### src/rtl/led_pwm_pkg.sv
// Shared types and default timing constants for the LED PWM control path.
package led_pwm_pkg;

  typedef logic [7:0] duty_t;

  typedef enum logic [1:0] {
    IDLE,
    RAMP_UP,
    RAMP_DOWN
  } ramp_state_e;

  // 10 ms debounce and 1 ms per duty step at a 50 MHz board clock.
  localparam int DEB_CYCLES_DEF = 500000;
  localparam int RAMP_DIV_DEF   = 50000;

endpackage

### src/rtl/sw_debounce.sv
// Two-flop synchroniser plus an independent debounce counter per switch bit.
// A bit is accepted only after its synced level differs from the stable level for CYCLES samples.
module sw_debounce
  import led_pwm_pkg::*;
#(
  parameter int W      = 4,
  parameter int CYCLES = DEB_CYCLES_DEF
) (
  input  logic         i_board_clk,
  input  logic         i_rst,
  input  logic [W-1:0] i_sw,
  output logic [W-1:0] o_sw_stable
);

  localparam int             CW      = (CYCLES > 2) ? $clog2(CYCLES) : 1;
  localparam logic [CW-1:0] CNT_MAX = CW'(CYCLES - 1);

  logic [W-1:0]  sync_q1;
  logic [W-1:0]  sync_q2;
  logic [CW-1:0] cnt_q [W];

  always_ff @(posedge i_board_clk) begin
    if (i_rst) begin
      // NOTE: non-blocking assignments keep every flop sampling pre-edge values,
      // so the synchroniser really is two stages deep regardless of statement order.
      sync_q1     <= '0;
      sync_q2     <= '0;
      o_sw_stable <= '0;
      // NOTE: the counter array is small and must restart from zero after reset,
      // so it is cleared explicitly rather than left to power-up contents.
      for (int i = 0; i < W; i++) cnt_q[i] <= '0;
    end else begin
      sync_q1 <= i_sw;
      sync_q2 <= sync_q1;
      for (int i = 0; i < W; i++) begin
        if (sync_q2[i] == o_sw_stable[i]) begin
          cnt_q[i] <= '0;
        end else if (cnt_q[i] == CNT_MAX) begin
          o_sw_stable[i] <= sync_q2[i];
          cnt_q[i]       <= '0;
        end else begin
          cnt_q[i] <= cnt_q[i] + {{(CW-1){1'b0}}, 1'b1};
        end
      end
    end
  end

endmodule

### src/rtl/sw_duty_ramp.sv
// Debounced switch code -> replicated target duty -> ramped PWM duty, one LSB per ramp tick.
// DUTY_W must be an integer multiple of SW_W so the switch code tiles the duty word exactly.
module sw_duty_ramp
  import led_pwm_pkg::*;
#(
  parameter int SW_W       = 4,
  parameter int DUTY_W     = 8,
  parameter int DEB_CYCLES = DEB_CYCLES_DEF,
  parameter int RAMP_DIV   = RAMP_DIV_DEF
) (
  input  logic              i_board_clk,
  input  logic              i_rst,
  input  logic [SW_W-1:0]   i_sw,
  output logic [SW_W-1:0]   o_sw_stable,
  output logic [DUTY_W-1:0] o_target,
  output logic [DUTY_W-1:0] o_duty,
  output logic              o_duty_upd,
  output logic              o_busy
);

  localparam int             TW       = (RAMP_DIV > 2) ? $clog2(RAMP_DIV) : 1;
  localparam logic [TW-1:0] TICK_MAX = TW'(RAMP_DIV - 1);

  ramp_state_e       state_q;
  logic [TW-1:0]     tick_q;
  logic [DUTY_W-1:0] duty_up;
  logic [DUTY_W-1:0] duty_dn;

  sw_debounce #(
    .W      (SW_W),
    .CYCLES (DEB_CYCLES)
  ) u_debounce (
    .i_board_clk (i_board_clk),
    .i_rst       (i_rst),
    .i_sw        (i_sw),
    .o_sw_stable (o_sw_stable)
  );

  // Steps are only taken toward the target, so these never wrap in use.
  assign duty_up = o_duty + {{(DUTY_W-1){1'b0}}, 1'b1};
  assign duty_dn = o_duty - {{(DUTY_W-1){1'b0}}, 1'b1};
  assign o_busy  = (state_q != IDLE);

  always_ff @(posedge i_board_clk) begin
    if (i_rst) begin
      o_target <= '0;
    end else begin
      o_target <= {(DUTY_W/SW_W){o_sw_stable}};
    end
  end

  // Direction is re-decided at every terminal tick, so a target change mid-ramp
  // reverses at the next tick without losing the partial tick count.
  always_ff @(posedge i_board_clk) begin
    if (i_rst) begin
      state_q    <= IDLE;
      tick_q     <= '0;
      o_duty     <= '0;
      o_duty_upd <= 1'b0;
    end else begin
      o_duty_upd <= 1'b0;
      case (state_q)
        IDLE: begin
          tick_q <= '0;
          if (o_target > o_duty)      state_q <= RAMP_UP;
          else if (o_target < o_duty) state_q <= RAMP_DOWN;
        end
        RAMP_UP, RAMP_DOWN: begin
          if (tick_q == TICK_MAX) begin
            tick_q <= '0;
            if (o_target > o_duty) begin
              o_duty     <= duty_up;
              o_duty_upd <= 1'b1;
              state_q    <= (duty_up == o_target) ? IDLE : RAMP_UP;
            end else if (o_target < o_duty) begin
              o_duty     <= duty_dn;
              o_duty_upd <= 1'b1;
              state_q    <= (duty_dn == o_target) ? IDLE : RAMP_DOWN;
            end else begin
              state_q <= IDLE;
            end
          end else begin
            tick_q <= tick_q + {{(TW-1){1'b0}}, 1'b1};
          end
        end
        default: state_q <= IDLE;
      endcase
    end
  end

endmodule

### config.mk
export PLATFORM = sky130hd
export DESIGN_NAME = sw_duty_ramp
export DESIGN_NICKNAME = d
export VERILOG_FILES = /design/src/rtl/led_pwm_pkg.sv /design/src/rtl/sw_debounce.sv /design/src/rtl/sw_duty_ramp.sv
export SDC_FILE = /design/constraint.sdc
export NUM_CORES = 1
export LEC_CHECK = 0
export ABC_AREA = 0
export ABC_CLOCK_PERIOD_IN_PS = 2650
export CORE_MARGIN = 2
export CORE_UTILIZATION = 50
export CTS_BUF_LIST = sky130_fd_sc_hd__clkbuf_8
export CTS_CLUSTER_DIAMETER = 120
export DETAILED_ROUTE_END_ITERATION = 12
export GPL_ROUTABILITY_DRIVEN = 0
export MAX_ROUTING_LAYER = met4
export PLACE_DENSITY = 0.67
export SLEW_MARGIN = 5
export SYNTH_ARGS = -nofsm -noshare
export SYNTH_HDL_FRONTEND = slang
export SYNTH_SLANG_ARGS = --single-unit
### constraint.sdc
create_clock -name i_board_clk -period 2.65 [get_ports i_board_clk]
set_input_delay 0.53 -clock i_board_clk [delete_from_list [all_inputs] [get_ports i_board_clk]]
set_output_delay 0.53 -clock i_board_clk [all_outputs]
set_load 0.01 [all_outputs]
==> results by group <==
Status
  – Status: complete, no violations

Clock tree
  – CTS Sinks: 119
  – Worst-path clk slew: 70 ps
  – CTS-repair resized insts: 0
  – CTS Hold Bufs: 0
  – H-tree depth: 4
  – Clock buffer depth: 2
  – Worst-Skew Late Latency: 430 ps
  – Post-CTS setup buffers: 0
  – Num CTS Buffers: 17
  – Root buffer cell: clkbuf_8
  – CTS tree: yes

Worst setup path
  – Crit. Startpoint: o_target[4]
  – Crit path depth: 7
  – WP buf/inv: 1
  – Crit-path slowest cell: dfxtp_1
  – Setup Crit Path Kind: flip-flop to flip-flop
  – CP delay by family, top: compound AO/OA/AOI/OAI gates
  – Crit path DAT: 2780 ps
  – Crit path required time: 2950 ps
  – CP endpoint kind: flip-flop
  – RR Startpoint: o_target[4]
  – Cell Chain, Critical Path: inv_1 -> ha_1 -> and4_1 -> nand2_1 -> a22oi_1 -> mux2i_1 -> o2111ai_1
  – Critical path startpoint category: flip-flop
  – Worst R2R Path Depth: 7
  – Critical path's largest stage delay: 530 ps
  – CP Max Fanout: 6

Cells and area
  – Antenna diode count: 0
  – Final std cell area, no fill: 0.007780 mm^2
  – Final Non-Filler Cells: 988
  – Area Growth Syn to Fin: 16.66%
  – Fin nets: 822
  – Commonest non-fill, non-tap cells in the layout: nor2_1, edfxtp_1, conb_1
  – Share of layout cells above drive strength 1: 5.419%
  – Fill cell count: 1,182
  – Commonest non-fill, non-tap cell in the layout: nor2_1

STA
  – Worst Tran Pin Value: 694.6 ps
  – Setup violations, final: 0
  – Highest Clock Rate: 403.3 MHz
  – Clock Skew: 13.28 ps
  – Unrepaired setup endpoints after global routing: false
  – Fin. Hold Viols: 0
  – Setup TNS: 0 ps
  – Post-layout min period: 2480 ps
  – Fin crit share: 93.57%
  – Final Slew Violations: 0
  – Worst hold margin: 438.6 ps
  – Max-slew headroom: 53.52%

Route
  – Vias post-DR: 5,081
  – Via/cell ratio: 5.143
  – Initial drt markers: 359
  – Total Routed Length: 13.58 mm
  – First-pass DRT Iterations: 4
  – Antenna-violating nets left: 0
  – Drt drc: 0
  – Detailed-route wire length per cell: 13.74 um

Synth
  – Ranking of synthesized cells by area: edfxtp_1, dfxtp_1, nor2_1, xnor2_1, xor2_1
  – Post-synth EDFFs: 76
  – Area leader, netlist: edfxtp_1
  – Asr flop ratio synth: 0%
  – Number of synthesized register bits: 119
  – Yosys cell types: 58
  – Ys flop type: edfxtp_1
  – Synthesized area per cell: 9.568 um^2
  – Seq/Total Area, Yosys: 47.13%
  – Cells after Synth: 697
  – Synthesized area: 0.006669 mm^2
  – Synth top area share: 34.22%
  – Synthesis Warnings: 0

Placement
  – IO Port Bufs: 27
  – Detailed Place HPWL: 9.945 mm
  – Area after DPL: 0.007401 mm^2
  – Placed Cells: 956

Global routing
  – Global route hottest layer: met2
  – Pin count of the biggest net entering global routing: 45
  – First-pass GRT wire length: 23.27 mm
  – M1 GR Usage: 24.34%
  – Number of global-route vias before repair: 5,134
  – M3 GR Usage: 5.323%
  – GRT overflow: 0
  – Grt met2 use: 34.18%
  – Total GRT Usage: 20.93%
  – Initial antenna violation count: 0

Die
  – Initial Util: 50.76%
  – Core area: 0.01314 mm^2
  – Die W: 119.5 um
  – Die Y: 119.5 um
  – Die ar.: 0.01428 mm^2
  – IO Count: 28
  – Num rows: 42

Min path
  – Hold depth: 1
  – Worst Min Path Start: u_debounce.sync_q1[3]
  – HP Class: flip-flop to flip-flop

Pwr
  – Leakage: 0.002723 uW
  – P per Cell Area: 484.7 mW/mm^2
  – Max VDD drop: 0.3505 mV

Flow run
  – Max cap viols: 0
-- state kept, by name, summed over array words and instances (netlist names) --
register,cells
state_q,2
u_debounce.cnt_q,76
o_duty_upd,1
o_target,4
tick_q,16
u_debounce.sync_q1,4
o_duty,8
u_debounce.sync_q2,4
u_debounce.o_sw_stable,4
-- synthesized netlist by cell type, types with 2 or more instances --
library cell  number
or4_1              5
a211o_1            2
nor2_1           134
xor2_1            43
nand3b_1           3
clkbuf_1          18
nand2_1           33
o21ai_0            4
a31oi_1            2
a32o_1             2
nor2b_1           16
buf_4              4
nor4_1            14
ha_1              17
buf_1              2
a21o_1             2
nand3_1           38
or3_1             13
mux2i_1           11
and3_1            10
buf_2              5
edfxtp_1          76
dfxtp_1           43
a21oi_1            5
nor4b_1            2
inv_1             30
nor4bb_1           3
nor3b_1            3
nor3_1            22
a211oi_1           5
xnor2_1           57
nand4b_1           2
o2111ai_1          5
nand4_1           30
nand2b_1           7
or2_2              2
and4_1             6
-- cell type report --
type	instances	area (um^2)	area share, %
clock buffers	19	261.5	3.361
clock inverters	13	117.6	1.512
inverters	30	112.6	1.447
multi-input cells	593	3560	45.75
flip-flops and latches	119	3143	40.40
well taps	176	220.2	2.830
repair buffers	38	365.4	4.696
-- worst reg2reg max path, cell delays in order (launching register included) --
cell and delay (ps):
dfxtp_1 530, inv_1 90, ha_1 360, and4_1 280
nand2_1 200, a22oi_1 520, mux2i_1 260, o2111ai_1 120
-- report_power, final --
| part | switching [uW] | total [uW] | internal [uW] | leakage (uW) |
|---|---|---|---|---|
| clock network | 696 | 1560 | 864 | 0.000204 |
| registers | 56.0 | 2080 | 2030 | 0.00113 |
| logic | 73.2 | 129 | 55.7 | 0.00139 |
-- logic make-up (layout without fill, tap and decap cells) --
family	Yosys count	after routing	synth area share (%)
AO/OA/AOI/OAI	41	41	4.934
multiplexers	11	11	1.651
buffers and inverters	60	100	3.715
XOR/XNOR	100	100	13.13
AND/OR/NAND/NOR	348	348	26.19
other	1	76	0.05623
adder cells (fa/ha/maj)	17	17	3.189
flip-flops	119	119	47.13
-- final timing paths --
kind,slack [ps],end
hold / removal,440,u_debounce.sync_q2[3]
setup reg to reg,170,o_duty[3]
setup / recovery,170,o_duty[3]
hold reg to reg,440,u_debounce.sync_q2[3]
-- per-stage QoR --
stage | power (uW) | setup slack, ps | utilization (%)
floorplan | 2208 | 137.3 | -
global placement | 2242 | 297.0 | 56.33
detailed placement | 2248 | 230.7 | 56.33
CTS | 3831 | 222.0 | 59.22
global route | 3939 | 45.49 | 59.22
finish | 3771 | 170.3 | 59.22
-- layer usage --
metal | vias up | wire length [um]
li1 | 2597 | -
met3 | 26 | 527
met2 | 80 | 6720
met5 | - | 0
met4 | 0 | 314
met1 | 2378 | 6015
Note: power is estimated with default switching activity, not from simulation.
